[config.mk]
export PLATFORM = sky130hd
export DESIGN_NAME = evo_parity_evaluator
export DESIGN_NICKNAME = d
export VERILOG_FILES = /design/src/rtl/evo_test_pkg.sv /design/src/rtl/bit_sync2.sv /design/src/rtl/evo_parity_evaluator.sv
export SDC_FILE = /design/constraint.sdc
export NUM_CORES = 1
export LEC_CHECK = 0
export CAP_MARGIN = 20
export CORE_AREA = 5 5 64 66
export CTS_BUF_LIST = sky130_fd_sc_hd__clkbuf_16
export DETAILED_ROUTE_END_ITERATION = 10
export DIE_AREA = 0 0 69 71
export PLACE_DENSITY_LB_ADDON = 0.05
export SLEW_MARGIN = 15
export SYNTH_ARGS = -nofsm -noshare
export SYNTH_HDL_FRONTEND = slang
export SYNTH_SLANG_ARGS = --single-unit
[constraint.sdc]
create_clock -name clk -period 1.65 [get_ports clk]
set_input_delay 0.33 -clock clk [delete_from_list [all_inputs] [get_ports clk]]
set_output_delay 0.33 -clock clk [all_outputs]
set_load 0.05 [all_outputs]
[src/rtl/evo_test_pkg.sv]
// Shared types for the parity evaluator: FSM states and the
// expected-function selector values.
package evo_test_pkg;

    typedef enum logic [2:0] {
        IDLE,
        SETTLE,
        SAMPLE_A,
        SAMPLE_B,
        DONE
    } state_e;

    localparam int MODE_XOR  = 0;
    localparam int MODE_XNOR = 1;

endpackage

[src/rtl/bit_sync2.sv]
// Two-flop synchronizer that brings the asynchronous CUT response
// into the clk domain.
module bit_sync2 (
    input  logic clk,
    input  logic rst_n,
    input  logic d,
    output logic q
);

    logic meta_q;
    logic sync_q;

    always_ff @(posedge clk or negedge rst_n) begin
        if (!rst_n) begin
            meta_q <= 1'b0;
            sync_q <= 1'b0;
        end else begin
            meta_q <= d;
            sync_q <= meta_q;
        end
    end

    assign q = sync_q;

endmodule

[src/rtl/evo_parity_evaluator.sv]
// Sweeps every stimulus vector through a CUT, samples its response twice
// and scores it against XOR/XNOR parity.
module evo_parity_evaluator
    import evo_test_pkg::*;
#(
    parameter int N_INPUTS      = 3,
    parameter int SETTLE_CYCLES = 4,
    parameter int REPEATS       = 2,
    parameter int MODE          = 0
) (
    input  logic                                          clk,
    input  logic                                          rst_n,
    input  logic                                          start,
    input  logic                                          abort,
    output logic [N_INPUTS-1:0]                           cut_in,
    input  logic                                          cut_out,
    output logic                                          busy,
    output logic                                          done,
    output logic                                          pass,
    output logic [$clog2(REPEATS*(2**N_INPUTS)+1)-1:0]    mismatch_cnt,
    output logic [$clog2(REPEATS*(2**N_INPUTS)+1)-1:0]    unstable_cnt,
    output logic [$clog2(REPEATS*(2**N_INPUTS)+1)-1:0]    fitness
);

    localparam int   TOTAL    = REPEATS * (2**N_INPUTS);
    localparam int   CW       = $clog2(TOTAL + 1);
    localparam int   SW       = $clog2(SETTLE_CYCLES);
    localparam int   RW       = $clog2(REPEATS + 1);
    localparam logic XNOR_BIT = (MODE == MODE_XNOR);

    state_e              state_q, state_d;
    logic [SW-1:0]       settle_q, settle_d;
    logic [RW-1:0]       sweep_q, sweep_d;
    logic [N_INPUTS-1:0] cut_in_q, cut_in_d;
    logic                s_a_q, s_a_d;
    logic [CW-1:0]       mis_q, mis_d;
    logic [CW-1:0]       uns_q, uns_d;
    logic [CW-1:0]       fit_q, fit_d;
    logic                pass_q, pass_d;
    logic                sync_out;
    logic                exp_bit;
    logic                last_vec;

    bit_sync2 u_sync (
        .clk   (clk),
        .rst_n (rst_n),
        .d     (cut_out),
        .q     (sync_out)
    );

    assign exp_bit  = (^cut_in_q) ^ XNOR_BIT;
    assign last_vec = (&cut_in_q) && (sweep_q == RW'(REPEATS - 1));

    always_comb begin
        state_d  = state_q;
        settle_d = settle_q;
        sweep_d  = sweep_q;
        cut_in_d = cut_in_q;
        s_a_d    = s_a_q;
        mis_d    = mis_q;
        uns_d    = uns_q;
        fit_d    = fit_q;
        pass_d   = pass_q;
        unique case (state_q)
            IDLE: begin
                if (start) begin
                    state_d  = SETTLE;
                    settle_d = '0;
                    sweep_d  = '0;
                    cut_in_d = '0;
                    mis_d    = '0;
                    uns_d    = '0;
                    fit_d    = '0;
                    pass_d   = 1'b0;
                end
            end
            SETTLE: begin
                if (settle_q == SW'(SETTLE_CYCLES - 1)) begin
                    state_d = SAMPLE_A;
                end else begin
                    settle_d = settle_q + 1'b1;
                end
            end
            SAMPLE_A: begin
                s_a_d   = sync_out;
                state_d = SAMPLE_B;
            end
            SAMPLE_B: begin
                if (s_a_q != exp_bit) mis_d = mis_q + 1'b1;
                if (s_a_q != sync_out) uns_d = uns_q + 1'b1;
                if (last_vec) begin
                    state_d = DONE;
                end else begin
                    state_d  = SETTLE;
                    settle_d = '0;
                    cut_in_d = cut_in_q + 1'b1;
                    if (&cut_in_q) sweep_d = sweep_q + 1'b1;
                end
            end
            DONE: begin
                state_d = IDLE;
                pass_d  = (mis_q == '0) && (uns_q == '0);
                fit_d   = CW'(TOTAL) - mis_q;
            end
            default: state_d = IDLE;
        endcase
        // Abort overrides everything, leaving partial counts visible.
        if (abort && state_q != IDLE) begin
            state_d  = IDLE;
            cut_in_d = cut_in_q;
            mis_d    = mis_q;
            uns_d    = uns_q;
            fit_d    = fit_q;
            pass_d   = 1'b0;
        end
    end

    always_ff @(posedge clk or negedge rst_n) begin
        if (!rst_n) begin
            state_q  <= IDLE;
            settle_q <= '0;
            sweep_q  <= '0;
            cut_in_q <= '0;
            s_a_q    <= 1'b0;
            mis_q    <= '0;
            uns_q    <= '0;
            fit_q    <= '0;
            pass_q   <= 1'b0;
        end else begin
            state_q  <= state_d;
            settle_q <= settle_d;
            sweep_q  <= sweep_d;
            cut_in_q <= cut_in_d;
            s_a_q    <= s_a_d;
            mis_q    <= mis_d;
            uns_q    <= uns_d;
            fit_q    <= fit_d;
            pass_q   <= pass_d;
        end
    end

    assign cut_in       = cut_in_q;
    assign busy         = (state_q != IDLE);
    assign done         = (state_q == DONE) && !abort;
    assign pass         = pass_q;
    assign mismatch_cnt = mis_q;
    assign unstable_cnt = uns_q;
    assign fitness      = fit_q;

endmodule

==> flow_summary.toml <==
[worst_setup_path]
critical_path_class = "reg2reg"
worstPathRequired_ns = 1.86
critPathMaxFanout = 2
startpoint_type = "flip-flop"
r2r_end = "pass$_DFFE_PN0P_"
rrSetupSlack_ns = -0.006
regToRegStartpoint = "mismatch_cnt[1]$_DFFE_PN0P_"
critPathArrivalTime_ns = 1.86
worstRegToRegCells = 8
endpoint_kind = "flip-flop"

[timing]
hold_viol = 0
min_period_over_period_pct = 100
period_needed_ns = 1.66
worst_pin_slew_ns = 0.385
fin_tns_setup_ns = -0.00601
slew-limit-headroom_pct = 74.4
rsz0062_at_grt = "true"
worst_slack_ns = -0.00601
setup_violations = 1
slew_viol_final = 0
fin_worst_skew_ns = 0.00809
fmax_mhz = 604

[power]
p_comb_share_pct = 23.8
p_clk_share_pct = 42.2
switching_share_pct = 27.1
ir_worst_vdd_uv = 932
leakage_nw = 1.14
pwr-share-seq_pct = 34.0
p_int_mw = 1.73
p_switching_mw = 0.644
powerDensity_nw_per_um2 = 984

[final_layout]
final_common_cell = "buf_4"
num_antenna_cells = 0
postLayoutCoreUtil_pct = 68.6
stdcell_area_um2 = 2420
final_cell_mix = "buf_4, dfrtp_1, inv_1"
layout-drive-gt1-share_pct = 48.0
area_growth_pct = 55.8
nets = 215

[synthesis]
yosysTopAreaCell = "dfrtp_1"
synth_area_um2 = 1550
ys_types = 41
synth_edf_count = 0
ys_dominant_reg_cell = "dfrtp_1"
yosys_warnings = 0
synth_nets = 159
ys_async_sr_fraction_pct = 100
ys_ff_latch = 29
yosysTopAreaCellShare_pct = 46.8
synthTopCellsByArea = "dfrtp_1, ha_1, mux2_2"
seq_area_frac_synth_pct = 46.8
syn_avg_cell_area_um2 = 10.7
synthCells = 145

[drt]
vias = 1322
drc = 0
wire_per_inst_um = 15.1
initialDrtViolationCount = 72
final_antenna_net_count = 0
routed_wl_mm = 3.77
routed_via_density = 5.29
first_pass_iters = 4

[placement]
pre_cts_ws_ns = -0.187
hpwlAfterDp_mm = 2.60
io_buffers = 25
gp_congestion = 0.732
placed_cell_area_um2 = 2070

[clocking]
cts.clk_slew.worst_paths_ns = 0.05
cts.sinks = 29
insertion_delay_ns = 0.27
cts_root_buf = "clkbuf_16"
clock_path_buffers = 2
tritoncts = "yes"
cts_buffers = 5
h-tree-depth = 2

[grt]
grt_pass1_vias = 1323
grt_pass1_wl_mm = 6.16
antenna_found_initial = 0
grt_max_degree = 30
track_usage_pct = 15.9
grt_overflow = 0

[floorplanning]
io-pin-count = 26
initial_utilization_pct = 44.0
rows = 22
die_area_um2 = 4900
dieWidth_um = 69
core_um2 = 3520
die_h_um = 71

[hold_path]
hp-class = "reg2reg"
hold_depth = 0
min_from = "u_sync.meta_q$_DFF_PN0_"
whs_endpoint = "u_sync.q$_DFF_PN0_"

[run_status]
violations = "negative setup slack"
outcome = "finished, violations left"

[run]
max_cap_violations = 0
## flip-flops by register name, summed over array words and instances (netlist names)
name,flops
u_sync.meta_q,1
mismatch_cnt,5
cut_in,3
s_a_q,1
sweep_q,2
settle_q,2
fitness,5
pass,1
u_sync.q,1
unstable_cnt,5
state_q,3
## worst max-delay path: stages, from the launching register on
cell and delay, ns:
dfrtp_2 0.41, inv_2 0.07, ha_4 0.13, nor3b_4 0.17, ha_2 0.19, nor4b_4 0.22
nand4_1 0.14, a21oi_2 0.15, a31o_2 0.11
## final cells by class
cell class              count  area [um2]
clock inverters             3        37.5
multi-input cells          99         862
inverters                  12        45.0
well taps                  48        60.1
clock buffers               5         125
fillers                   278        1110
flip-flops and latches     29         737
repair buffers             54         551
## cell families (layout without fill, tap and decap cells)
| logic type | count (synthesis) | after routing | share of synthesized area, % |
|---|---|---|---|
| AO/OA/AOI/OAI | 34 | 34 | 16.1 |
| AND/OR/NAND/NOR | 44 | 44 | 16.6 |
| buffers and inverters | 17 | 74 | 4.52 |
| flip-flops | 29 | 29 | 46.8 |
| multiplexers | 6 | 6 | 4.35 |
| adder cells (fa/ha/maj) | 9 | 9 | 7.26 |
| XOR/XNOR | 6 | 6 | 4.36 |
## cells in the mapped netlist (all sizes together), types with 2 or more instances
| cell | number |
|---|---|
| nand4 | 2 |
| o211ai | 4 |
| nor2 | 11 |
| o31ai | 5 |
| clkbuf | 2 |
| o21ai | 6 |
| buf | 3 |
| nor3 | 3 |
| xnor2 | 2 |
| mux2 | 6 |
| a21oi | 3 |
| inv | 12 |
| xor2 | 3 |
| a311oi | 2 |
| a22o | 7 |
| nand3 | 4 |
| and3 | 2 |
| nor3b | 4 |
| a41oi | 2 |
| dfrtp | 29 |
| nand2b | 4 |
| ha | 9 |
| nand2 | 8 |
## worst max-delay path by stage
stage | start | to | slack, ns | cells past startpoint
floorplan | mismatch_cnt[0]$_DFFE_PN0P_ | pass$_DFFE_PN0P_ | -0.05 | 8
global placement | start | sweep_q[1]$_DFFE_PN0P_ | -0.15 | 5
detailed placement | start | sweep_q[1]$_DFFE_PN0P_ | -0.19 | 5
CTS | mismatch_cnt[1]$_DFFE_PN0P_ | pass$_DFFE_PN0P_ | 0.00004 | 8
global route | mismatch_cnt[1]$_DFFE_PN0P_ | pass$_DFFE_PN0P_ | -0.15 | 8
finish | mismatch_cnt[1]$_DFFE_PN0P_ | pass$_DFFE_PN0P_ | -0.006 | 8
## per-layer routing
metal | share of wire [%] | vias to the layer above | GRT usage, %
li1 | - | 646 | -
met1 | 41 | 643 | 18.1
met2 | 53 | 26 | 28.0
met3 | 3.9 | 7 | 4.40
met4 | 1.9 | 0 | 6.51
met5 | 0 | - | 0
## through the flow
stage / instances / total power, mW / hold WS [ns]
floorplan: 145 / 1.12 / 0.0344
global placement: 230 / 1.28 / 0.337
detailed placement: 230 / 1.29 / 0.339
CTS: 240 / 2.33 / 0.350
global route: 250 / 2.49 / 0.375
finish: 250 / 2.38 / 0.348
## repair_timing
item,in CTS,in global routing
hold buffers,0,0
buffers inserted,2,10
endpoints found under the setup margin,3,8
pin swaps,0,6
resized for setup,8,14
gates cloned,0,0
## power by group through the flow
stage	clock network (mW)	registers, mW	logic (mW)
5_1_grt	1.06	0.814	0.614
6_report	1.00	0.809	0.566
2_1_floorplan	0	0.819	0.305
4_1_cts	1.02	0.801	0.507
3_3_place_gp	0	0.829	0.450
3_5_place_dp	0	0.831	0.462
(Power assumes the default switching activity.)
